## src/rtl/mem_pkg.sv

```systemverilog
// Shared definitions for the memory access controller.
//   MEM_DEPTH / MEM_WIDTH : default word count and data width
//   state_e               : controller FSM states
//   mem_req_t             : queued request record {we, addr, wdata} at default widths
package mem_pkg;

  localparam int unsigned MEM_DEPTH  = 32;
  localparam int unsigned MEM_WIDTH  = 8;
  localparam int unsigned MEM_ADDR_W = $clog2(MEM_DEPTH);

  typedef enum logic [1:0] {
    ST_IDLE,
    ST_RD_WAIT,
    ST_RSP_HOLD
  } state_e;

  typedef struct packed {
    logic                  we;
    logic [MEM_ADDR_W-1:0] addr;
    logic [MEM_WIDTH-1:0]  wdata;
  } mem_req_t;

endpackage

```

## src/rtl/mem_req_fifo.sv

```systemverilog
// Request queue for mem_access_ctrl: synchronous FIFO of request records.
//   clk, rst  : clock, synchronous active-high reset
//   i_push    : write i_din (ignored when full)
//   i_pop     : drop head entry (ignored when empty)
//   o_dout    : head entry (valid when !o_empty)
//   o_full    : QDEPTH entries held
//   o_empty   : no entries held
//   o_count   : number of entries held
// QDEPTH must be a power of two >= 2 so the pointers wrap naturally.
module mem_req_fifo
  import mem_pkg::*;
#(
  parameter int unsigned QDEPTH = 4,
  parameter type         T      = mem_req_t,
  localparam int unsigned PTR_W = $clog2(QDEPTH),
  localparam int unsigned CNT_W = $clog2(QDEPTH) + 1
) (
  input  logic             clk,
  input  logic             rst,
  input  logic             i_push,
  input  T                 i_din,
  input  logic             i_pop,
  output T                 o_dout,
  output logic             o_full,
  output logic             o_empty,
  output logic [CNT_W-1:0] o_count
);

  T                 r_mem [QDEPTH];
  logic [PTR_W-1:0] r_wr_ptr;
  logic [PTR_W-1:0] r_rd_ptr;
  logic [CNT_W-1:0] r_count;
  logic             w_push;
  logic             w_pop;

  assign o_full  = (r_count == CNT_W'(QDEPTH));
  assign o_empty = (r_count == '0);
  assign o_count = r_count;
  assign o_dout  = r_mem[r_rd_ptr];

  // A full queue refuses the push even if the head is popped the same cycle.
  assign w_push = i_push && !o_full;
  assign w_pop  = i_pop && !o_empty;

  always_ff @(posedge clk) begin
    if (rst) begin
      r_wr_ptr <= '0;
      r_rd_ptr <= '0;
      r_count  <= '0;
    end else begin
      if (w_push) r_wr_ptr <= r_wr_ptr + PTR_W'(1);
      if (w_pop)  r_rd_ptr <= r_rd_ptr + PTR_W'(1);
      unique case ({w_push, w_pop})
        2'b10:   r_count <= r_count + CNT_W'(1);
        2'b01:   r_count <= r_count - CNT_W'(1);
        default: r_count <= r_count;
      endcase
    end
  end

  always_ff @(posedge clk) begin
    if (w_push) r_mem[r_wr_ptr] <= i_din;
  end

endmodule

```

## src/rtl/mem_access_ctrl.sv

```systemverilog
// Memory access controller: queues read/write requests and issues them to a
// single-port memory strictly in acceptance order.
//   clk, rst              : clock, synchronous active-high reset
//   req_valid/req_ready   : request handshake; req_we/req_addr/req_wdata payload
//   rsp_valid/rsp_ready   : read response handshake; rsp_rdata payload
//   mem_read/mem_write    : one-cycle memory strobes (never both high)
//   mem_addr/mem_wdata    : memory address/data, held between strobes
//   mem_rdata             : memory read data, valid the cycle after mem_read
//   pend_cnt              : number of queued requests
module mem_access_ctrl
  import mem_pkg::*;
#(
  parameter int unsigned DEPTH  = MEM_DEPTH,
  parameter int unsigned WIDTH  = MEM_WIDTH,
  parameter int unsigned QDEPTH = 4,
  localparam int unsigned ADDR_W = $clog2(DEPTH),
  localparam int unsigned CNT_W  = $clog2(QDEPTH) + 1
) (
  input  logic              clk,
  input  logic              rst,
  input  logic              req_valid,
  output logic              req_ready,
  input  logic              req_we,
  input  logic [ADDR_W-1:0] req_addr,
  input  logic [WIDTH-1:0]  req_wdata,
  output logic              rsp_valid,
  input  logic              rsp_ready,
  output logic [WIDTH-1:0]  rsp_rdata,
  output logic              mem_read,
  output logic              mem_write,
  output logic [ADDR_W-1:0] mem_addr,
  output logic [WIDTH-1:0]  mem_wdata,
  input  logic [WIDTH-1:0]  mem_rdata,
  output logic [CNT_W-1:0]  pend_cnt
);

  typedef struct packed {
    logic              we;
    logic [ADDR_W-1:0] addr;
    logic [WIDTH-1:0]  wdata;
  } req_t;

  state_e            r_state;
  state_e            w_state_nxt;
  logic              r_mem_read;
  logic              r_mem_write;
  logic [ADDR_W-1:0] r_mem_addr;
  logic [WIDTH-1:0]  r_mem_wdata;
  logic              r_rsp_valid;
  logic [WIDTH-1:0]  r_rsp_rdata;

  req_t              w_req;
  req_t              w_head;
  logic              w_full;
  logic              w_empty;
  logic              w_push;
  logic              w_pop;
  logic              w_issue_rd;
  logic              w_issue_wr;
  logic              w_capture;
  logic              w_rsp_done;

  assign w_req     = '{we: req_we, addr: req_addr, wdata: req_wdata};
  assign req_ready = !w_full && !rst;
  assign w_push    = req_valid && req_ready;

  mem_req_fifo #(
    .QDEPTH (QDEPTH),
    .T      (req_t)
  ) u_fifo (
    .clk     (clk),
    .rst     (rst),
    .i_push  (w_push),
    .i_din   (w_req),
    .i_pop   (w_pop),
    .o_dout  (w_head),
    .o_full  (w_full),
    .o_empty (w_empty),
    .o_count (pend_cnt)
  );

  always_ff @(posedge clk) begin
    if (rst) r_state <= ST_IDLE;
    else     r_state <= w_state_nxt;
  end

  // RD_WAIT spans two cycles: the cycle mem_read is high, then the cycle
  // mem_rdata is valid. r_mem_read distinguishes the two without an extra state.
  always_comb begin
    w_state_nxt = r_state;
    unique case (r_state)
      ST_IDLE:     if (!w_empty && !w_head.we) w_state_nxt = ST_RD_WAIT;
      ST_RD_WAIT:  if (!r_mem_read)            w_state_nxt = ST_RSP_HOLD;
      ST_RSP_HOLD: if (rsp_ready)              w_state_nxt = ST_IDLE;
      default:                                 w_state_nxt = ST_IDLE;
    endcase
  end

  always_comb begin
    w_pop      = 1'b0;
    w_issue_rd = 1'b0;
    w_issue_wr = 1'b0;
    w_capture  = 1'b0;
    w_rsp_done = 1'b0;
    unique case (r_state)
      ST_IDLE: begin
        w_pop      = !w_empty;
        w_issue_rd = !w_empty && !w_head.we;
        w_issue_wr = !w_empty && w_head.we;
      end
      ST_RD_WAIT:  w_capture  = !r_mem_read;
      ST_RSP_HOLD: w_rsp_done = rsp_ready;
      default: ;
    endcase
  end

  always_ff @(posedge clk) begin
    if (rst) begin
      r_mem_read  <= 1'b0;
      r_mem_write <= 1'b0;
      r_mem_addr  <= '0;
      r_mem_wdata <= '0;
      r_rsp_valid <= 1'b0;
      r_rsp_rdata <= '0;
    end else begin
      r_mem_read  <= w_issue_rd;
      r_mem_write <= w_issue_wr;
      if (w_pop)      r_mem_addr  <= w_head.addr;
      if (w_issue_wr) r_mem_wdata <= w_head.wdata;
      if (w_capture) begin
        r_rsp_valid <= 1'b1;
        r_rsp_rdata <= mem_rdata;
      end else if (w_rsp_done) begin
        r_rsp_valid <= 1'b0;
      end
    end
  end

  assign mem_read  = r_mem_read;
  assign mem_write = r_mem_write;
  assign mem_addr  = r_mem_addr;
  assign mem_wdata = r_mem_wdata;
  assign rsp_valid = r_rsp_valid;
  assign rsp_rdata = r_rsp_rdata;

endmodule
```

## config.mk

```make
export PLATFORM = sky130hd
export DESIGN_NAME = mem_access_ctrl
export DESIGN_NICKNAME = d
export VERILOG_FILES = /design/src/rtl/mem_pkg.sv /design/src/rtl/mem_req_fifo.sv /design/src/rtl/mem_access_ctrl.sv
export SDC_FILE = /design/constraint.sdc
export NUM_CORES = 1
export LEC_CHECK = 0
export ABC_AREA = 1
export CORE_ASPECT_RATIO = 1.2
export CORE_MARGIN = 10
export CORE_UTILIZATION = 35
export CTS_BUF_LIST = sky130_fd_sc_hd__clkbuf_8 sky130_fd_sc_hd__clkbuf_16
export DETAILED_ROUTE_END_ITERATION = 12
export PLACE_DENSITY = 0.62
export SLEW_MARGIN = 25
export SYNTH_ARGS = -nofsm -noshare
export SYNTH_HDL_FRONTEND = slang
export SYNTH_SLANG_ARGS = --single-unit
export TNS_END_PERCENT = 5
```

## constraint.sdc

```tcl
create_clock -name clk -period 2 [get_ports clk]
set_input_delay 0.4 -clock clk [delete_from_list [all_inputs] [get_ports clk]]
set_output_delay 0.4 -clock clk [all_outputs]
set_load 0.01 [all_outputs]
```

# After elaboration in Yosys (flattened, before gate mapping)
# Memory sizes are Yosys's and may differ from the RTL's. A register that Yosys moved wholly into a read port is not among the register bits.
# Cells that the tools add are included.
[word_totals] reg_bits=33 output_inout_bits=28 ramBits=56 input_bits=26 mem_count=1
[classes] add_sub_neg=4 eq_ne=8 n_reduce_logical=17 bitwise_logic=1 muxes=15
[mem_list] memory="u_fifo.r_mem" words=4 word_bits=14 read_ports=1 rd_clocked_by_memory_dff=1 write_ports=1 line_no="mem_req_fifo.sv:29" source="T r_mem [QDEPTH];"
[op_table] cell="2-to-1 mux 2 bit" n=5
[op_table] cell="2-to-1 mux 1 bit" n=8
[op_table] cell="logical AND 1 bit" n=6
[op_table] cell="inequality test 2 bit, second input constant" n=3
[op_table] cell="one-hot mux 2 bit (3 select lines)" n=1
[op_table] cell="one-hot mux 3 bit (2 select lines)" n=1
[op_table] cell="zero test 1 bit" n=5
[op_table] cell="adder 2 x 1 -> 2 bit, second input constant" n=2
[op_table] cell="equality test 2 x 1 -> 1 bit, second input constant" n=2
[op_table] cell="equality test 2 bit, second input constant" n=2
[op_table] cell="nonzero test 2 bit" n=2
[op_table] cell="adder 3 x 1 -> 3 bit, second input constant" n=1
[op_table] cell="equality test 3 bit, second input constant" n=1
[op_table] cell="zero test 3 bit" n=1
[op_table] cell="AND reduction 3 bit" n=1
[op_table] cell="subtractor 3 x 1 -> 3 bit, second input constant" n=1
[op_table] cell="zero test 2 bit" n=1
[op_table] cell="OR reduction 2 bit" n=1
[op_table] cell="NOT 1 bit" n=1

# Logic depth before layout (Yosys ltp)
# Gate-level depths: netlist (run 1).
[depth] word_depth=7 mapped_depth=12

# By module
# From an unflattened synthesis (run 1), not the netlist that was laid out.
[unflattened] cells_unflattened=366 hier_area_um2=3841.2
[modules_own_cells] mod="mem_req_fifo" cells_per_inst=205 area_each_um2=2677.6 seq_area_each_um2=1861.8 instances=1
[modules_own_cells] mod="mem_access_ctrl" cells_per_inst=161 area_each_um2=1163.6 seq_area_each_um2=520.5 instances=1

# Worst setup path before layout (run 1)
# OpenSTA, ideal clock, no wires.
[synth_path] path_type="flip-flop to flip-flop" from="register u_fifo.r_count[1] (netlist: u_fifo.o_count[1])" to="register u_fifo.r_count[2] (netlist: u_fifo.o_count[2])" period_less_slack_ps=1939 path_stages_with_launch=12 path_slack_ps=61 arrival_time_ps=1869 setup_time_ps=70 n_path_buf=1 path_cell_list="dfxtp_1 > nor2_1 > a21oi_4 > buf_2 > ha_1 > inv_1 > fa_1 > nor2_1 > nor2_1 > nand2_1 > o21ai_0 > a21oi_1"
[synth_via] elab_cells_between_ends=15 cone_classes="add/sub: 2; eq/ne: 3; mux: 2; reduce/logical: 8"
[synth_rtl] item="start: declaration" line_no="mem_req_fifo.sv:32" source="logic [CNT_W-1:0] r_count;"
[synth_rtl] item="start signal: assignment" line_no="mem_req_fifo.sv:54" source="2'b10: r_count <= r_count + CNT_W'(1);"
[synth_rtl] item="start signal: assignment" line_no="mem_req_fifo.sv:55" source="2'b01: r_count <= r_count - CNT_W'(1);"
[synth_rtl] item="start signal: assignment" line_no="mem_req_fifo.sv:56" source="default: r_count <= r_count;"
[synth_rtl] item="zero test 3 bit *" line_no="mem_req_fifo.sv:37" source="assign o_empty = (r_count == '0);"
[synth_rtl] item="zero test 1 bit *" line_no="mem_access_ctrl.sv:107" source="w_pop = !w_empty;"
[synth_rtl] item="2-to-1 mux 1 bit *" line_no="mem_access_ctrl.sv:105" source="unique case (r_state)"
[synth_rtl] item="net u_fifo.i_pop" line_no="mem_req_fifo.sv:22" source="input logic i_pop,"
[synth_rtl] item="logical AND 1 bit *" line_no="mem_req_fifo.sv:43" source="assign w_pop = i_pop && !o_empty;"
[synth_rtl] item="equality test 2 x 1 -> 1 bit or equality test 2 bit (tied branches)" line_no="mem_req_fifo.sv:53" source="unique case ({w_push, w_pop})"
[synth_rtl] item="one-hot mux 3 bit (2 select lines) or nonzero test 2 bit (tied branches)"
# Mark *: on every way through the listed nets, which the timed path passes. The rest lies on a longest branch.
# A chain may end at the register's enable or synchronous reset.

# Final worst setup path (run 1)
[layout_path] from="register u_fifo.r_count[1] (netlist: u_fifo.o_count[1])" to="output req_ready"
[layout_via] elab_chain_cells=3
[layout_rtl] item="equality test 3 bit" line_no="mem_req_fifo.sv:36" source="assign o_full = (r_count == CNT_W'(QDEPTH));"
[layout_rtl] item="zero test 1 bit" line_no="mem_access_ctrl.sv:64" source="assign req_ready = !w_full && !rst;"
[layout_rtl] item="logical AND 1 bit" line_no="mem_access_ctrl.sv:64"
[layout_rtl] item="end: declaration" line_no="mem_access_ctrl.sv:22" source="output logic req_ready,"
# No other way between the ends.

==> results_dict.tcl, run 1 <==
set metrics [dict create \
    worstPathRequired_ns 1.60 \
    synth_top_area_share_pct 47.1 \
    cts_buffers 9 \
    ir_worst_vdd_mv 0.501 \
    power_density_mw_per_mm2 1370 \
    hold_violations 0 \
    layout_setup_ws_ns 0.0684 \
    wl_per_cell_um 13.5 \
    postCtsSetupBuffers 0 \
    via_per_inst 4.53 \
    route.vias.total 2470 \
    fmax_mhz 518 \
    ant_nets 0 \
    synthDistinctLibCells 22 \
    rr_endpoint "u_fifo.o_count[2]$_SDFFE_PP0P_" \
    final_common_cell "nor2_1" \
    dr.pass1.iters 4 \
    status "finished, final reports clean" \
    r2r_setup_slack_ns 0.24 \
    finalCritPeriodShare_pct 96.6 \
    rows 40 \
    grt_pass1_wl_um 11900 \
    synth_seq_cells 91 \
    globalplace.congestion 0.748 \
    synth.cell_area_mm2 0.00357 \
    path_class "reg -> out" \
    clk_path_buf_depth 2 \
    ys_warn_count 0 \
    worst_slew_pin_slew_ns 0.416 \
    drive_gt1_share_pct 9.07 \
    worstReg2RegStart "u_fifo.o_count[1]$_SDFFE_PP0P_" \
    initial_utilization_pct 35.7 \
    cp-end-kind "output port" \
    maxSlewHeadroom_pct 72.2 \
    cp_slowest_cell "clkdlybuf4s50_1" \
    antenna_found_initial 0 \
    synth_largest_area_cell "edfxtp_1" \
    die_w_um 112 \
    grt_use_total_pct 10.3 \
    hold_end "rsp_rdata[6]$_SDFFE_PP0P_" \
    area_delta_synth_final_pct 30.6 \
    fin_skew_ns 0.00700 \
    crit_fanout 4 \
    crit_chain "nor2_4, a21oi_1, clkdlybuf4s50_1" \
    setup_viol 0 \
    io_buffers 53 \
    dp.final_hpwl_um 4890 \
    p_leak_nw 1.80 \
    hp-start "rsp_rdata[6]$_SDFFE_PP0P_" \
    fin_nets 446 \
    dieArea_mm2 0.0147 \
    worstHoldPathType "reg -> reg" \
    n_antenna_cell 0 \
    drc 0 \
    final_core_util_pct 46.6 \
    cts.htree.levels 3 \
    core_mm2 0.0100 \
    seqCellArea_mm2 0.00238 \
    min_path_cells 2 \
    worstPathArrival_ns 1.53 \
    tritoncts "done" \
    root_buffer "clkbuf_16" \
    num_io_pins 54 \
    totalWireLength_um 7370 \
    yosysSeqAreaShare_pct 66.7 \
    slew_violations 0 \
    yosys-top-cells-area "edfxtp_1, dfxtp_1, nor2_1" \
    critPathLaunchType "flop" \
    clock_latency_ns 0.34 \
    drv_cap 0 \
    syn-num-nets 381 \
    fill_cells 933 \
    slowest_delay_ns 0.57 \
    pre_cts_ws_ns -0.168 \
    grt_overflow_total 0 \
    clkTransAtPathRegs_ns 0.06 \
    rsz0062_at_grt "no" \
    grt_max_degree 29 \
    layout_common_cells "nor2_1, nand2_1, edfxtp_1" \
    first_iter_violations 93 \
    grt_pass1_vias 2522 \
    multiInputGateArea_mm2 0.00102 \
    fin_crit_ns 1.93 \
    die-height_um 131 \
    netlist_instances 349 \
    reg2reg_depth 11 \
    cts_sinks 91 \
    syn_area_per_cell_um2 10.2 \
]
## area by class of cell
cell class	count	area share (%)
clock inverter	7	1.85
sequential	91	51.1
tap	126	3.38
timing repair buffer	66	14.6
multi-input combinational	218	22.0
clock buffer	9	4.83
inverter	28	2.26
## flip-flops by register name, indices dropped and copies added (netlist names), named ones only
| signal | cells |
|---|---|
| mem_wdata | 8 |
| u_fifo.r_mem | 56 |
| rsp_valid | 1 |
| rsp_rdata | 8 |
| r_state | 2 |
| u_fifo.o_count | 3 |
| mem_write | 1 |
| u_fifo.r_wr_ptr | 2 |
| mem_addr | 5 |
| mem_read | 1 |
| u_fifo.r_rd_ptr | 2 |
## layer usage
layer / vias up / part of all wire [%] / GRT usage (%)
li1: 1279 / - / -
met1: 1125 / 43 / 10.8
met2: 58 / 49 / 17.8
met3: 8 / 5.4 / 3.19
met4: 0 / 2.2 / 6.20
met5: - / 0 / 0
## cells in the mapped netlist
cell      count
nand2_2       3
fa_1          1
nand3_2       2
inv_1        23
nor2_1       72
clkbuf_1      4
buf_4         2
nand2_1      63
nand3b_1      1
edfxtp_1     56
nand3_1      12
nor2_2        1
clkinv_1      2
nand3_4       1
a21oi_4       1
buf_2         5
dfxtp_1      35
ha_1          5
a21oi_1      23
inv_2         3
buf_6         1
o21ai_0      33
## repair_timing
item / 4_1_cts / 5_1_grt
setup endpoints to repair: 0 / 2
resized for setup: 0 / 3
hold buffers: 0 / 0
## metrics by stage
| stage | cells | hold slack, ns | TNS [ns] | total power [W] | area, um2 |
|---|---|---|---|---|---|
| 2_1_floorplan | 349 | 0.444 | 0 | 0.00386 | 3570 |
| 6_report | 545 | 0.462 | 0 | 0.00640 | 4660 |
| 3_5_place_dp | 529 | 0.454 | -0.168 | 0.00471 | 4340 |
| 3_3_place_gp | 529 | 0.451 | -0.0973 | 0.00467 | 4340 |
| 5_1_grt | 545 | 0.491 | 0 | 0.00686 | 4660 |
| 4_1_cts | 545 | 0.464 | 0 | 0.00649 | 4650 |
## worst max path at each step
stage	slack, ns	startpoint	depth (start not counted)	to
after global placement	-0.1	rst	11	u_fifo.o_count[2]$_SDFFE_PP0P_
after global routing	0.002	u_fifo.o_count[1]$_SDFFE_PP0P_	3	req_ready
after floorplan	0.06	u_fifo.o_count[1]$_SDFFE_PP0P_	11	u_fifo.o_count[2]$_SDFFE_PP0P_
after detailed placement	-0.17	rst	11	u_fifo.o_count[2]$_SDFFE_PP0P_
after CTS	0.01	rst	3	req_ready
final	0.07	u_fifo.o_count[1]$_SDFFE_PP0P_	3	req_ready
## critical path: cells and delay by family (launching register included)
family / cells / cell delay (ns)
buffers and inverters: 1 / 0.57
DFF: 1 / 0.41
AOI/OAI and AO/OA: 1 / 0.15
and+or+nand+nor: 1 / 0.07
## kinds of logic (layout without fill, tap and decap cells)
group,after synthesis,in the layout,share of synthesized area [%]
compound gates,57,57,8.31
fa+ha+maj,6,6,2.31
buf+inv,40,110,4.80
flops,91,91,66.7
simple gates,155,155,17.8
## power breakdown
group | leakage (nW) | switching [W] | internal [W]
sequential | 0.796 | 0.000152 | 0.00229
combinational | 0.836 | 0.00128 | 0.000942
clock | 0.164 | 0.000646 | 0.00108
Note: power is estimated with default switching activity, not from simulation.
==> inputs of run 2 (changes only) <==
--- a/config.mk
+++ b/config.mk
@@ -16,4 +16,3 @@
 export SYNTH_ARGS = -nofsm -noshare
 export SYNTH_HDL_FRONTEND = slang
 export SYNTH_SLANG_ARGS = --single-unit
-export TNS_END_PERCENT = 5
==> results of run 2 <==
Same layout as run 1: the final DEF is identical, and so are final timing and power.
